--- config.mk ---
export PLATFORM = sky130hd
export DESIGN_NAME = match_tracker
export DESIGN_NICKNAME = d
export VERILOG_FILES = /design/src/rtl/match_tracker.sv
export SDC_FILE = /design/constraint.sdc
export NUM_CORES = 1
export LEC_CHECK = 0
export ABC_AREA = 1
export CORE_ASPECT_RATIO = 1.2
export CORE_MARGIN = 1.5
export CORE_UTILIZATION = 40
export CTS_CLUSTER_SIZE = 10
export DETAILED_ROUTE_END_ITERATION = 7
export PLACE_DENSITY = 0.7
export SLEW_MARGIN = 20
export SYNTH_ARGS = -nofsm -noshare
export SYNTH_HDL_FRONTEND = slang
export SYNTH_SLANG_ARGS = --single-unit
--- constraint.sdc ---
create_clock -name clk -period 3.9 [get_ports clk]
set_input_delay 1.17 -clock clk [delete_from_list [all_inputs] [get_ports clk]]
set_output_delay 1.17 -clock clk [all_outputs]
set_load 0.1 [all_outputs]
--- src/rtl/match_tracker.sv ---
`default_nettype none
// ============================================================================
//  Module   : match_tracker
//  Purpose  : Match-level bookkeeping behind the reaction-game round logic.
//             Counts round wins and tracks each player's best reaction time.
//             Declares a match winner when a player reaches WINS_TO_MATCH
//             wins, or when MAX_ROUNDS rounds have been played.
//  Revision : 1.0  initial release
// ----------------------------------------------------------------------------
//  Ports
//    clk          in   system clock
//    rst          in   synchronous active-high reset
//    round_over   in   level; a rising edge marks one completed round
//    winner       in   [1:0] round winner 00 none / 01 P1 / 10 P2 / 11 tie
//    jump_start   in   round was decided by a false start
//    rt_time      in   [15:0] frozen reaction time, packed BCD
//    new_match    in   single-cycle pulse, clears match state
//    p1_wins      out  [3:0] P1 round wins (binary)
//    p2_wins      out  [3:0] P2 round wins (binary)
//    p1_best      out  [15:0] P1 best time (BCD)
//    p2_best      out  [15:0] P2 best time (BCD)
//    round_count  out  [3:0] rounds completed this match
//    result_valid out  one-cycle pulse after a round is recorded
//    match_over   out  high while the match is finished
//    match_winner out  [1:0] 01 P1 / 10 P2 / 11 draw / 00 in progress
// ============================================================================
module match_tracker #(
    parameter int WINS_TO_MATCH = 3,
    parameter int MAX_ROUNDS    = 9
) (
    input  logic        clk,
    input  logic        rst,
    input  logic        round_over,
    input  logic [1:0]  winner,
    input  logic        jump_start,
    input  logic [15:0] rt_time,
    input  logic        new_match,
    output logic [3:0]  p1_wins,
    output logic [3:0]  p2_wins,
    output logic [15:0] p1_best,
    output logic [15:0] p2_best,
    output logic [3:0]  round_count,
    output logic        result_valid,
    output logic        match_over,
    output logic [1:0]  match_winner
);

    localparam logic [0:0]  ST_PLAY       = 1'b0;
    localparam logic [0:0]  ST_MATCH_OVER = 1'b1;

    localparam logic [3:0]  c_wins        = 4'(WINS_TO_MATCH);
    localparam logic [3:0]  c_max_rounds  = 4'(MAX_ROUNDS);
    localparam logic [15:0] c_best_init   = 16'h9999;

    logic [0:0]  state_q,        state_d;
    logic        round_over_q;
    logic [3:0]  p1_wins_q,      p1_wins_d;
    logic [3:0]  p2_wins_q,      p2_wins_d;
    logic [15:0] p1_best_q,      p1_best_d;
    logic [15:0] p2_best_q,      p2_best_d;
    logic [3:0]  round_count_q,  round_count_d;
    logic        result_valid_q, result_valid_d;
    logic [1:0]  match_winner_q, match_winner_d;

    logic        w_edge;
    logic        w_bcd_ok;
    logic        w_time_ok;

    assign w_edge    = round_over & ~round_over_q;
    assign w_bcd_ok  = (rt_time[15:12] <= 4'd9) && (rt_time[11:8] <= 4'd9) &&
                       (rt_time[7:4]   <= 4'd9) && (rt_time[3:0]  <= 4'd9);
    // False starts and corrupt times still count as a win, but never as a time.
    assign w_time_ok = w_bcd_ok & ~jump_start;

    always_comb begin
        state_d        = state_q;
        p1_wins_d      = p1_wins_q;
        p2_wins_d      = p2_wins_q;
        p1_best_d      = p1_best_q;
        p2_best_d      = p2_best_q;
        round_count_d  = round_count_q;
        result_valid_d = 1'b0;
        match_winner_d = match_winner_q;

        if (new_match) begin
            // Overrides any edge arriving in the same cycle.
            state_d        = ST_PLAY;
            p1_wins_d      = 4'd0;
            p2_wins_d      = 4'd0;
            p1_best_d      = c_best_init;
            p2_best_d      = c_best_init;
            round_count_d  = 4'd0;
            match_winner_d = 2'b00;
        end else if ((state_q == ST_PLAY) && w_edge) begin
            result_valid_d = 1'b1;

            if ((winner == 2'b01) && (p1_wins_q != c_wins)) begin
                p1_wins_d = p1_wins_q + 4'd1;
            end
            if ((winner == 2'b10) && (p2_wins_q != c_wins)) begin
                p2_wins_d = p2_wins_q + 4'd1;
            end

            if (round_count_q != 4'hF) begin
                round_count_d = round_count_q + 4'd1;
            end

            // winner[0] covers P1 and tie, winner[1] covers P2 and tie.
            // Unsigned compare orders valid BCD correctly.
            if (w_time_ok) begin
                if (winner[0] && (rt_time < p1_best_q)) begin
                    p1_best_d = rt_time;
                end
                if (winner[1] && (rt_time < p2_best_q)) begin
                    p2_best_d = rt_time;
                end
            end

            // Terminate on the freshly computed counts so the match ends in
            // the same cycle the final result becomes visible.
            if (p1_wins_d == c_wins) begin
                state_d        = ST_MATCH_OVER;
                match_winner_d = 2'b01;
            end else if (p2_wins_d == c_wins) begin
                state_d        = ST_MATCH_OVER;
                match_winner_d = 2'b10;
            end else if (round_count_d == c_max_rounds) begin
                state_d = ST_MATCH_OVER;
                if (p1_wins_d > p2_wins_d) begin
                    match_winner_d = 2'b01;
                end else if (p2_wins_d > p1_wins_d) begin
                    match_winner_d = 2'b10;
                end else begin
                    match_winner_d = 2'b11;
                end
            end
        end
    end

    always_ff @(posedge clk) begin
        if (rst) begin
            state_q        <= ST_PLAY;
            round_over_q   <= 1'b0;
            p1_wins_q      <= 4'd0;
            p2_wins_q      <= 4'd0;
            p1_best_q      <= c_best_init;
            p2_best_q      <= c_best_init;
            round_count_q  <= 4'd0;
            result_valid_q <= 1'b0;
            match_winner_q <= 2'b00;
        end else begin
            state_q        <= state_d;
            round_over_q   <= round_over;
            p1_wins_q      <= p1_wins_d;
            p2_wins_q      <= p2_wins_d;
            p1_best_q      <= p1_best_d;
            p2_best_q      <= p2_best_d;
            round_count_q  <= round_count_d;
            result_valid_q <= result_valid_d;
            match_winner_q <= match_winner_d;
        end
    end

    assign p1_wins      = p1_wins_q;
    assign p2_wins      = p2_wins_q;
    assign p1_best      = p1_best_q;
    assign p2_best      = p2_best_q;
    assign round_count  = round_count_q;
    assign result_valid = result_valid_q;
    assign match_over   = (state_q == ST_MATCH_OVER);
    assign match_winner = match_winner_q;

endmodule
`default_nettype wire

==> results.json <==
{
  "status": "finished, final reports clean",
  "ys_types": 27,
  "drc": 0,
  "cts_tree": "built",
  "post-route-cell-area_mm2": 0.00404,
  "worstPathRequired_ns": 4.15,
  "clk_latency_ns": 0.31,
  "core_mm2": 0.00771,
  "wl_per_cell_um": 13.1,
  "place_hpwl_um": 6380,
  "syn_area_per_cell_um2": 6.74,
  "rsz0062_at_grt": "no",
  "maxCapViolations": 0,
  "fill_cells": 774,
  "start_util_pct": 41.2,
  "worstSetupEndpointType": "flip-flop",
  "synth_seq_cells": 49,
  "hp-class": "reg2reg",
  "row_count": 35,
  "yosysWarnings": 0,
  "drive_gt1_share_pct": 10.1,
  "dpl_cell_area_mm2": 0.00392,
  "max_freq_mhz": 325,
  "first_global_vias": 2999,
  "clk_pin_slew_ns": 0.09,
  "leakagePower_nw": 2.10,
  "yosysTopAreaCell": "dfxtp_1",
  "grt_max_degree": 40,
  "synth_area_mm2": 0.00317,
  "io_pins": 71,
  "synth_fp_nets": 531,
  "post_cts_resized": 0,
  "area_growth_pct": 27.4,
  "seq_area_um2": 981,
  "antenna_found_initial": 0,
  "slew_viol_final": 0,
  "cts_setup_buffers": 0,
  "setup_violations": 0,
  "crit_arrival_ns": 3.33,
  "synth.area.top_cells": "dfxtp_1 (31%), ha_1 (15%), nand2_1 (13%)",
  "vias": 3224,
  "htreeDepth": 2,
  "die_area_mm2": 0.00848,
  "synth_top_area_share_pct": 30.9,
  "period_share_pct": 79.0,
  "postCtsHoldBufs": 0,
  "drtAntennaViolNets": 0,
  "finalNetCount": 602,
  "cts.sinks": 49,
  "worst-setup-path-type": "in2reg",
  "multi_input_area_mm2": 0.00187,
  "gp_congestion": 0.885,
  "tightest_slew_ns": 0.985,
  "final_cell_mix": "nand2_1 (110), inv_1 (69), nand3_1 (54)",
  "fin_setup_tns_ns": 0,
  "crit_fanout": 8,
  "period_needed_ns": 3.08,
  "start_kind": "input port",
  "finalClockSkew_ns": 0.00270,
  "power.density_mw_per_mm2": 279,
  "clock-root-buffer": "clkbuf_8",
  "firstDrtPassIters": 4,
  "drt_iter0_markers": 116,
  "die_h_um": 101,
  "n_antenna_cell": 0,
  "avgViaCountPerCell": 5.08,
  "grt_pass1_wl_um": 13700,
  "grtUsageTotal_pct": 19.9,
  "cts_buffers": 5,
  "port_buffers": 70,
  "netlist_instances": 471,
  "peakVddDrop_uv": 174,
  "finalHoldViolations": 0,
  "yosysSeqAreaShare_pct": 30.9,
  "holdWs_ns": 0.488,
  "layout_commonest_cell": "nand2_1",
  "finalWirelength_um": 8320,
  "clockBufferDepth": 2,
  "grt-ovfl-total": 0,
  "die_w_um": 84.3,
  "max_slew_margin_pct": 34.1
}
-- worst max-delay path, cell delays in order --
cell	delay [ns]
clkdlybuf4s50_1	0.50
ha_1	0.34
a21oi_1	0.12
nor2_1	0.05
a211oi_1	0.26
a21oi_1	0.11
o21bai_1	0.50
nand3_1	0.16
nand3_1	0.10
-- power breakdown --
group / internal (mW) / switching, mW / total (mW)
clock: 0.209 / 0.180 / 0.389
combinational: 0.0733 / 0.149 / 0.223
sequential: 0.508 / 0.00909 / 0.517
total: 0.790 / 0.338 / 1.13
-- state kept, by name (all words and copies together) (netlist names), named ones only --
signal and flops:
p1_best 16, p2_best 16, p1_wins 4, p2_wins 4, round_count 3, match_winner 2, match_over 1, result_valid 1
round_over_q 1
-- metal layers --
metal / part of all wire, % / global-route usage, %
met4: 2.1 / 6.94
met3: 6.7 / 4.10
met5: 0 / 0
met1: 41 / 22.7
met2: 50 / 36.8
-- per-stage QoR --
step	util, %	cells	power [mW]	worst slack, ns
finish	52.5	635	1.13	0.820
global route	52.5	635	1.19	0.617
CTS	52.5	635	1.14	0.793
detailed placement	50.9	627	0.752	0.469
global placement	50.9	627	0.749	0.500
floorplan	-	471	0.678	1.28
-- layout make-up --
cell class,count,share of cell area (%)
clock buffers,6,2.04
inverters,73,6.78
multi-input cells,338,46.3
clock inverters,2,0.929
well taps,92,2.85
repair buffers,75,16.8
flip-flops and latches,49,24.3
-- cell families (layout without fill, tap and decap cells) --
group	Yosys count	count (layout)	synth area share, %
AND/OR/NAND/NOR	236	236	33.4
AO/OA/AOI/OAI	65	65	10.9
buffers and inverters	84	156	10.2
adder cells (fa/ha/maj)	37	37	14.6
flip-flops	49	49	30.9
-- final timing paths --
check                               start                            to  slack (ns)  cells past startpoint
max                            rt_time[5]       p2_best[0]$_SDFFE_PP1P_        0.82                      9
min          match_winner[1]$_SDFFE_PP0P_  match_winner[1]$_SDFFE_PP0P_        0.49                      2
max reg2reg       p1_wins[0]$_SDFFE_PP0P_  match_winner[0]$_SDFFE_PP0P_        1.78                     15
min reg2reg  match_winner[1]$_SDFFE_PP0P_  match_winner[1]$_SDFFE_PP0P_        0.49                      2
-- cells in the mapped netlist (all sizes together) --
master and n:
inv 72, nor2 50, clkbuf 7, nand2 112, o21ai 22, clkinv 1, dfxtp 49, o21a 2
nand3 55, a211oi 4, nand4 7, or2 1, a21oi 35, o21bai 1, ha 37, nand3b 10
buf 4, nor4 1, o211ai 1
No activity file was read; power rests on OpenSTA's default activity.
